File: src/rtl/channel_ctrl.sv
// channel_ctrl: per-channel controller for one analog front-end channel.
// Waits for a discriminator hit or forced trigger, holds the CSA, strobes the
// SAR ADC, captures the result with a timestamp into a one-entry valid/ready
// buffer, then resets the CSA and re-arms.

// Two-flop synchronizer for a single asynchronous level.
module channel_ctrl_sync (
  input  logic clk,
  input  logic rst_n,
  input  logic d_i,
  output logic q_o
);

  logic meta_q;
  logic sync_q;

  // Two register stages; only sync_q is safe to use in the clk domain.
  always_ff @(posedge clk or negedge rst_n) begin
    if (!rst_n) begin
      meta_q <= 1'b0;
      sync_q <= 1'b0;
    end else begin
      meta_q <= d_i;
      sync_q <= meta_q;
    end
  end

  assign q_o = sync_q;

endmodule

module channel_ctrl #(
  parameter int unsigned ADCBITS      = 10,
  parameter int unsigned TS_BITS      = 24,
  parameter int unsigned CONV_TIMEOUT = 63
) (
  input  logic                         clk,
  input  logic                         reset_n,
  input  logic                         channel_enable,
  input  logic                         external_trigger,
  input  logic                         hit,
  input  logic                         done,
  input  logic [ADCBITS-1:0]           dout,
  input  logic [TS_BITS-1:0]           timestamp,
  input  logic [3:0]                   adc_hold_delay,
  input  logic [7:0]                   csa_reset_cycles,
  output logic                         sample,
  output logic                         strobe,
  output logic                         csa_reset,
  output logic                         event_valid,
  input  logic                         event_ready,
  output logic [ADCBITS+TS_BITS+2:0]   event_data,
  output logic                         overflow
);

  localparam int unsigned EVW = ADCBITS + TS_BITS + 3;
  // Timeout counter runs 0 .. CONV_TIMEOUT-1.
  localparam int unsigned TOW = (CONV_TIMEOUT < 2) ? 1 : $clog2(CONV_TIMEOUT);
  localparam logic [TOW-1:0] TMR_LAST = TOW'(CONV_TIMEOUT - 1);

  localparam logic [2:0] ST_DISABLED  = 3'd0;
  localparam logic [2:0] ST_READY     = 3'd1;
  localparam logic [2:0] ST_HOLD      = 3'd2;
  localparam logic [2:0] ST_STROBE    = 3'd3;
  localparam logic [2:0] ST_WAIT_DONE = 3'd4;
  localparam logic [2:0] ST_STORE     = 3'd5;
  localparam logic [2:0] ST_CSA_RST   = 3'd6;

  logic               hit_sync;
  logic               done_sync;
  logic               hit_prev_q;
  logic               hit_edge;
  logic               trigger;
  logic               load_ok;

  logic [2:0]         state_q,    state_d;
  logic [7:0]         cnt_q,      cnt_d;
  logic [TOW-1:0]     tmr_q,      tmr_d;
  logic [TS_BITS-1:0] ts_q,       ts_d;
  logic [1:0]         trig_q,     trig_d;
  logic [ADCBITS-1:0] adc_q,      adc_d;
  logic               err_q,      err_d;
  logic [EVW-1:0]     ev_data_q,  ev_data_d;
  logic               ev_valid_q, ev_valid_d;
  logic               ovf_q,      ovf_d;
  logic               sample_q,   sample_d;
  logic               strobe_q,   strobe_d;
  logic               csa_q,      csa_d;

  channel_ctrl_sync u_hit_sync (
    .clk   (clk),
    .rst_n (reset_n),
    .d_i   (hit),
    .q_o   (hit_sync)
  );

  channel_ctrl_sync u_done_sync (
    .clk   (clk),
    .rst_n (reset_n),
    .d_i   (done),
    .q_o   (done_sync)
  );

  assign hit_edge = hit_sync & ~hit_prev_q;
  assign trigger  = hit_edge | external_trigger;
  // The buffer can take a new event if empty or being drained this cycle.
  assign load_ok  = ~ev_valid_q | event_ready;

  // Next-state, datapath and registered-output decode.
  always_comb begin
    state_d    = state_q;
    cnt_d      = cnt_q;
    tmr_d      = tmr_q;
    ts_d       = ts_q;
    trig_d     = trig_q;
    adc_d      = adc_q;
    err_d      = err_q;
    ev_data_d  = ev_data_q;
    ev_valid_d = ev_valid_q;
    ovf_d      = 1'b0;

    if (ev_valid_q && event_ready) begin
      ev_valid_d = 1'b0;
    end

    case (state_q)
      ST_DISABLED: begin
        if (channel_enable) begin
          state_d = ST_READY;
        end
      end

      ST_READY: begin
        if (trigger) begin
          ts_d   = timestamp;
          trig_d = {external_trigger, hit_edge};
          // A zero hold delay releases sample on the trigger edge itself,
          // so HOLD is skipped rather than spending one cycle at count 0.
          if (adc_hold_delay == 4'd0) begin
            state_d = ST_STROBE;
          end else begin
            cnt_d   = {4'b0000, adc_hold_delay};
            state_d = ST_HOLD;
          end
        end else if (!channel_enable) begin
          state_d = ST_DISABLED;
        end
      end

      ST_HOLD: begin
        if (cnt_q <= 8'd1) begin
          state_d = ST_STROBE;
        end else begin
          cnt_d = cnt_q - 8'd1;
        end
      end

      ST_STROBE: begin
        tmr_d   = '0;
        state_d = ST_WAIT_DONE;
      end

      ST_WAIT_DONE: begin
        if (done_sync) begin
          adc_d   = dout;
          err_d   = 1'b0;
          state_d = ST_STORE;
        end else if (tmr_q == TMR_LAST) begin
          adc_d   = dout;
          err_d   = 1'b1;
          state_d = ST_STORE;
        end else begin
          tmr_d = tmr_q + 1'b1;
        end
      end

      ST_STORE: begin
        if (load_ok) begin
          ev_data_d  = {err_q, trig_q, ts_q, adc_q};
          ev_valid_d = 1'b1;
        end else begin
          ovf_d = 1'b1;
        end
        cnt_d   = (csa_reset_cycles == 8'd0) ? 8'd1 : csa_reset_cycles;
        state_d = ST_CSA_RST;
      end

      ST_CSA_RST: begin
        if (cnt_q <= 8'd1) begin
          state_d = channel_enable ? ST_READY : ST_DISABLED;
        end else begin
          cnt_d = cnt_q - 8'd1;
        end
      end

      default: begin
        state_d = ST_DISABLED;
      end
    endcase

    // Outputs are decoded from the next state so they change on the same
    // edge as the state register and are glitch-free.
    sample_d = !((state_d == ST_STROBE) || (state_d == ST_WAIT_DONE) ||
                 (state_d == ST_STORE));
    strobe_d = (state_d == ST_STROBE);
    csa_d    = (state_d == ST_DISABLED) || (state_d == ST_CSA_RST);
  end

  // State, datapath and output registers with asynchronous clear.
  always_ff @(posedge clk or negedge reset_n) begin
    if (!reset_n) begin
      state_q    <= ST_DISABLED;
      hit_prev_q <= 1'b0;
      cnt_q      <= '0;
      tmr_q      <= '0;
      ts_q       <= '0;
      trig_q     <= '0;
      adc_q      <= '0;
      err_q      <= 1'b0;
      ev_data_q  <= '0;
      ev_valid_q <= 1'b0;
      ovf_q      <= 1'b0;
      sample_q   <= 1'b1;
      strobe_q   <= 1'b0;
      csa_q      <= 1'b1;
    end else begin
      state_q    <= state_d;
      hit_prev_q <= hit_sync;
      cnt_q      <= cnt_d;
      tmr_q      <= tmr_d;
      ts_q       <= ts_d;
      trig_q     <= trig_d;
      adc_q      <= adc_d;
      err_q      <= err_d;
      ev_data_q  <= ev_data_d;
      ev_valid_q <= ev_valid_d;
      ovf_q      <= ovf_d;
      sample_q   <= sample_d;
      strobe_q   <= strobe_d;
      csa_q      <= csa_d;
    end
  end

  assign sample      = sample_q;
  assign strobe      = strobe_q;
  assign csa_reset   = csa_q;
  assign event_valid = ev_valid_q;
  assign event_data  = ev_data_q;
  assign overflow    = ovf_q;

endmodule

File: config.mk
export PLATFORM = sky130hd
export DESIGN_NAME = channel_ctrl
export DESIGN_NICKNAME = d
export VERILOG_FILES = /design/src/rtl/channel_ctrl.sv
export SDC_FILE = /design/constraint.sdc
export NUM_CORES = 1
export LEC_CHECK = 0
export ABC_AREA = 1
export CAP_MARGIN = 20
export CORE_MARGIN = 2
export CORE_UTILIZATION = 55
export DETAILED_ROUTE_END_ITERATION = 10
export PLACE_DENSITY_LB_ADDON = 0.25
export SYNTH_ARGS = -nofsm -noshare
export SYNTH_HDL_FRONTEND = slang
export SYNTH_SLANG_ARGS = --single-unit
File: constraint.sdc
create_clock -name clk -period 3.5 [get_ports clk]
set_input_delay 0.7 -clock clk [delete_from_list [all_inputs] [get_ports clk]]
set_output_delay 0.7 -clock clk [all_outputs]
set_load 0.005 [all_outputs]
==> summary.txt, run 1 <==
Outcome
  – Status: complete, no violations

Synth
  – Post-Syn Nets: 556
  – Register area share after synthesis: 0.5699
  – Netlist cell types: 30
  – Leading area contributor after synthesis: dfrtp_1
  – Syn Inst Count: 499
  – Area of the mapped netlist: 4439 um2
  – Mean Syn Cell Area: 8.896 um2
  – Synth warn: 0
  – Ys flop type: dfrtp_1
  – Post-synth EDFFs: 0
  – Synth Register Bits: 101
  – Cells taking the most area after synthesis: dfrtp_1, nand2_1, inv_1
  – Top cell type's share of synthesized area: 0.5581
  – Post-synth ARST share: 1.000

Timing
  – Slew headroom: 0.4635
  – Fin crit period: 2.095 ns
  – Period utilization: 0.5985
  – Worst Slack Setup Final: 1.405 ns
  – Max Freq: 477.4 MHz
  – Hold Slack: 0.3586 ns
  – # setup viols final: 0
  – Slew Viols, Final: 0
  – RSZ-0062 raised after global routing: no
  – Worst Tran Pin Value: 0.8048 ns
  – Setup skew after layout: 0.01114 ns
  – Final Hold Fails: 0
  – Final setup TNS: 0 ns

Worst setup path
  – RR Endpoint: event_data[29]
  – Worst EP required: 2.80 ns
  – Reg-to-Reg Start: state_q[0]
  – FF-to-FF path depth: 8
  – Worst path top cell family by delay: flip-flops
  – CP endpoint kind: primary output
  – CP cell instances: clkdlybuf4s50_1
  – CP max FO: 1
  – Worst path depth: 1
  – Critical Path AT: 1.39 ns
  – Worst path slowest cell: dfstp_2
  – CP startpoint kind: flop
  – Worst path bufs/invs: 1
  – Worst setup endpoint: csa_reset
  – Reg2Reg Setup Slack: 1.66 ns
  – Largest stage delay on the critical path: 0.54 ns
  – WS Path Type: flop to primary output
  – CP startpoint: csa_reset

Floorplanning
  – Die Wd: 93.84 um
  – Die Ht: 93.84 um
  – Die area: 8806 um2
  – Initial Utilization: 0.5715
  – Ports: 95
  – Standard-cell rows: 32
  – Core ar.: 7767 um2

Finish
  – Nets: 650
  – Area of the multi-input gates: 1539 um2
  – Leading cell type in the layout, fill and taps excluded: nand2_1
  – Area growth syn-to-layout: 25.87%
  – N_diodes: 0
  – Post-Route Utilization: 0.7194
  – Fraction of layout cells with a size suffix above 1: 0.1003
  – Commonest non-fill, non-tap cells in the layout: nand2_1, dfrtp_1, clkdlybuf4s50_1
  – Sequential cell area: 2530 um2
  – # fillers: 594

Routing
  – DR WL/cell: 12.85 um
  – Routed vias: 3485
  – Avg Vias per Cell: 4.979
  – Final WL: 8997 um
  – First-pass DRT Iterations: 5
  – Initial DRC count: 180
  – Remaining DRCs: 0
  – Post-DRT Antenna Nets: 0

Global route
  – First-pass GRT wire length: 15240 um
  – Largest net degree at the start of global routing: 75
  – Number of global-route vias before repair: 3382
  – Grt ovf: 0
  – Antenna violations before repair: 0
  – GRT Util Overall: 0.2194

Clocking
  – # resized after CTS: 0
  – H-Tree Depth: 3
  – CTS Sinks: 101
  – Post-cts hold buffer count: 0
  – Root buffer cell: clkbuf_8
  – Post-CTS Setup Bufs: 0
  – TritonCTS buffer count: 9
  – Clock latency on the worst-skew pair: 0.36 ns
  – Longest Clk Path Bufs: 2
  – Clock transition at path regs: 0.09 ns
  – CTS tree: built

Place
  – GPL Wtd Cong: 0.8370
  – I/O Buffers: 94
  – Place WS: 1.217 ns
  – DP Wirelength: 6393 um

Power
  – Power per cell area: 772.5 nW/um2
  – Pleak: 2.698 nW
  – Worst VDD drop: 0.3637 mV

Flow run
  – Max-cap viol count: 0

Hold path
  – Hold WC Path Type: flop to flop
[how the worst min path moves through the flow]
stage | from | endpoint | slack, ns | cells past startpoint
global route | u_hit_sync.meta_q | u_hit_sync.q_o | 0.38 | 0
finish | u_done_sync.meta_q | u_done_sync.q_o | 0.36 | 0
floorplan | u_done_sync.meta_q | u_done_sync.q_o | 0.33 | 0
detailed placement | u_done_sync.meta_q | u_done_sync.q_o | 0.34 | 0
global placement | u_done_sync.meta_q | u_done_sync.q_o | 0.33 | 0
CTS | u_done_sync.meta_q | u_done_sync.q_o | 0.36 | 0
[Yosys cell counts, types with 4 or more instances]
cell type,number
dfrtp_1,99
nor2_1,27
inv_1,59
nand2_1,157
o21ai_1,19
nand3_1,22
o21ai_0,42
inv_2,5
ha_1,4
nand4_1,5
o21ai_2,20
buf_6,7
buf_2,7
[where the power goes]
part           switching [W]  total [W]  internal, W
sequential          0.000250    0.00190      0.00165
clock               0.000405   0.000668     0.000262
combinational       0.000940    0.00175     0.000809
[registers in the layout, indices dropped and copies added (netlist names)]
signal	count
u_done_sync.q_o	1
u_hit_sync.q_o	1
u_hit_sync.meta_q	1
cnt_q	8
tmr_q	6
overflow	1
hit_prev_q	1
event_valid	1
sample	1
err_q	1
csa_reset	1
strobe	1
ts_q	24
u_done_sync.meta_q	1
state_q	3
event_data	37
trig_q	2
adc_q	10
[layer usage]
metal,GRT usage,routed length [um]
met1,0.2979,4080
met2,0.3571,4419
met4,0.08213,129
met3,0.03612,368
met5,0,0
[logic make-up (layout without fill, tap and decap cells)]
logic type / count (synthesis) / count (layout) / share of synthesized area
adders and majority gates: 4 / 4 / 0.01127
xor gates and xnor gates: 1 / 1 / 0.001973
DFF: 101 / 101 / 0.5699
AOI/OAI and AO/OA: 91 / 91 / 0.1235
buffers and inverters: 80 / 179 / 0.08343
and+or+nand+nor: 222 / 222 / 0.2100
[final cells by class]
| cell class | count | area share |
|---|---|---|
| Multi-Input combinational cell | 318 | 0.2754 |
| Inverter | 65 | 0.04456 |
| Clock inverter | 7 | 0.008957 |
| Tap cell | 102 | 0.02284 |
| Timing Repair Buffer | 98 | 0.1733 |
| Sequential cell | 101 | 0.4528 |
| Clock buffer | 9 | 0.02217 |
[stage by stage]
stage                     cells  cell area (um2)  power, W
after floorplan             499             4439  0.002949
after detailed placement    684             5414  0.003688
after CTS                   700             5588  0.004354
final                       700             5588  0.004317
after global placement      684             5414  0.003596
after global routing        700             5588  0.004685
[worst register-to-register path, stage by stage, from the launching register on]
cell and delay [ns]:
dfrtp_1 0.43, inv_2 0.12, nor2_4 0.06, nand2_4 0.11, inv_6 0.07, nand2_2 0.05, buf_4 0.62, nand2_1 0.22
o21ai_2 0.10
(Power assumes the default switching activity.)
==> inputs of run 2 (changes only) <==
--- a/config.mk
+++ b/config.mk
@@ -8,7 +8,7 @@
 export ABC_AREA = 1
 export CAP_MARGIN = 20
 export CORE_MARGIN = 2
-export CORE_UTILIZATION = 55
+export CORE_UTILIZATION = 51
 export DETAILED_ROUTE_END_ITERATION = 10
 export PLACE_DENSITY_LB_ADDON = 0.25
 export SYNTH_ARGS = -nofsm -noshare
==> constraint.sdc (replaced) <==
create_clock -name clk -period 2 [get_ports clk]
set_input_delay 0.4 -clock clk [delete_from_list [all_inputs] [get_ports clk]]
set_output_delay 0.4 -clock clk [all_outputs]
set_load 0.005 [all_outputs]
==> run 2 against run 1 <==
Against the previous run:
- total power rose by 83%
- global-route usage fell by 1.1 points
- non-clock buffer count rose by 4
- clock power rose by 110%
- register-to-register slack got worse by 1.4 ns
- largest power group unchanged
- routed wire length rose by 5.2%
- via count rose by 3.7%
- critical endpoint is now cnt_q[7]
- sequential power rose by 75%
- worst hold slack got worse by 0.0042 ns
- utilization fell by 5.3 points
==> summary.txt, run 2 (synthesized netlist as in run 1, its figures left out) <==
Routing
  – Avg Vias per Cell: 5.089
  – First-pass DRT Iterations: 4
  – Initial DRC count: 134
  – Remaining DRCs: 0
  – DR WL/cell: 13.33 um
  – Final WL: 9467 um
  – Post-DRT Antenna Nets: 0
  – Routed vias: 3613

Timing
  – Final setup TNS: 0 ns
  – RSZ-0062 raised after global routing: no
  – Worst Tran Pin Value: 0.4889 ns
  – Hold Slack: 0.3544 ns
  – # setup viols final: 0
  – Setup skew after layout: 0.007608 ns
  – Period utilization: 0.8882
  – Fin crit period: 1.776 ns
  – Slew headroom: 0.6741
  – Max Freq: 563.0 MHz
  – Slew Viols, Final: 0
  – Final Hold Fails: 0

Global route
  – First-pass GRT wire length: 16080 um
  – Largest net degree at the start of global routing: 50
  – GRT Util Overall: 0.2084
  – Antenna violations before repair: 0
  – Number of global-route vias before repair: 3518
  – Grt ovf: 0

Flow run
  – Max-cap viol count: 0

Hold path
  – Hold path start: u_done_sync.meta_q
  – Hold WC Path Type: flop to flop
  – Hold path depth: 0
  – Hold Crit Endpoint: u_done_sync.q_o

Floorplanning
  – Standard-cell rows: 34
  – Die Wd: 97.30 um
  – Die area: 9466 um2
  – Core ar.: 8593 um2
  – Die Ht: 97.30 um
  – Initial Utilization: 0.5166
  – Ports: 95

Worst setup path
  – Worst path slowest cell: dfrtp_1
  – WS Path Type: flop to flop
  – CP max FO: 9
  – CP startpoint kind: flop
  – Worst path top cell family by delay: simple AND/OR/NAND/NOR gates
  – FF-to-FF path depth: 9
  – CP endpoint kind: flop
  – Worst EP required: 2.25 ns
  – Critical Path AT: 2.03 ns
  – Reg2Reg Setup Slack: 0.22 ns
  – Reg-to-Reg Start: cnt_q[0]
  – Worst path bufs/invs: 2
  – RR Endpoint: cnt_q[7]
  – Largest stage delay on the critical path: 0.42 ns
  – CP cell instances: inv_1 > ha_1 > nor2_1 > nor2_1 > nand3_1 > nand3b_4 > inv_2 > nand2_1 > nand2_1

Clocking
  – Clock latency on the worst-skew pair: 0.35 ns
  – TritonCTS buffer count: 9
  – CTS Sinks: 101
  – Root buffer cell: clkbuf_8
  – H-Tree Depth: 3
  – CTS tree: built
  – Longest Clk Path Bufs: 2
  – Clock transition at path regs: 0.09 ns

Finish
  – N_diodes: 0
  – Nets: 654
  – Fraction of layout cells with a size suffix above 1: 0.1030
  – Area growth syn-to-layout: 29.00%
  – Largest register FFs: 37
  – Commonest non-fill, non-tap cells in the layout: nand2_1, dfrtp_1, clkdlybuf4s50_1
  – Leading cell type in the layout, fill and taps excluded: nand2_1

Power
  – Worst VDD drop: 0.7688 mV
  – Pleak: 2.760 nW
  – Power per cell area: 1382 nW/um2

Outcome
  – Status: complete, no violations

Place
  – I/O Buffers: 94
  – DP Wirelength: 6747 um
  – GPL Wtd Cong: 0.8642
[run 2: through the flow]
stage / setup WS, ns / area [um2] / utilization / total power, W / cells
3_3_place_gp: 0.3650 / 5494 / 0.6393 / 0.006372 / 693
4_1_cts: 0.2104 / 5727 / 0.6664 / 0.007975 / 710
2_1_floorplan: 0.4846 / 4439 / - / 0.005161 / 499
3_5_place_dp: 0.2636 / 5494 / 0.6393 / 0.006525 / 693
6_report: 0.2237 / 5727 / 0.6664 / 0.007913 / 710
5_1_grt: 0.04976 / 5727 / 0.6664 / 0.008518 / 710
[run 2: how the worst max path moves through the flow]
stage | cells past startpoint | endpoint | slack [ns] | from
finish | 9 | cnt_q[7] | 0.22 | cnt_q[0]
global route | 9 | cnt_q[7] | 0.05 | cnt_q[0]
CTS | 1 | csa_reset | 0.21 | csa_reset
detailed placement | 9 | cnt_q[7] | 0.26 | cnt_q[0]
global placement | 9 | cnt_q[7] | 0.36 | external_trigger
floorplan | 9 | cnt_q[7] | 0.48 | cnt_q[0]
[run 2: what timing repair did]
action,in CTS,in global routing
hold buffers,1,0
resized for setup,0,0
setup endpoints to repair,0,0
hold endpoints to repair,5,0
buffers inserted,0,0
[run 2: worst register-to-register path, stage by stage, from the launching register on]
cell and delay (ns):
dfrtp_1 0.42, inv_1 0.14, ha_1 0.27, nor2_1 0.06, nor2_1 0.21, nand3_1 0.18
nand3b_4 0.17, inv_2 0.09, nand2_1 0.08, nand2_1 0.05
[run 2: final cells by class]
cell class              instances  area (um2)
clock buffers                  11       141.4
clock inverters                 5       81.33
fillers                       672        2867
inverters                      65       249.0
multi-input cells             318        1539
flip-flops and latches        101        2530
well taps                     108       135.1
repair buffers                102        1051
[run 2: layer usage]
metal | vias up | routed length (um) | global-route usage
met5 | - | 0 | 0
met4 | 0 | 81 | 0.06197
met1 | 1739 | 4226 | 0.2778
li1 | 1764 | - | -
met2 | 102 | 4653 | 0.3456
met3 | 8 | 505 | 0.04604
[run 2: power by group]
group | switching, W | internal, W
sequential | 0.000445 | 0.00289
clock | 0.000688 | 0.000743
combinational | 0.00168 | 0.00147
total | 0.00282 | 0.00510
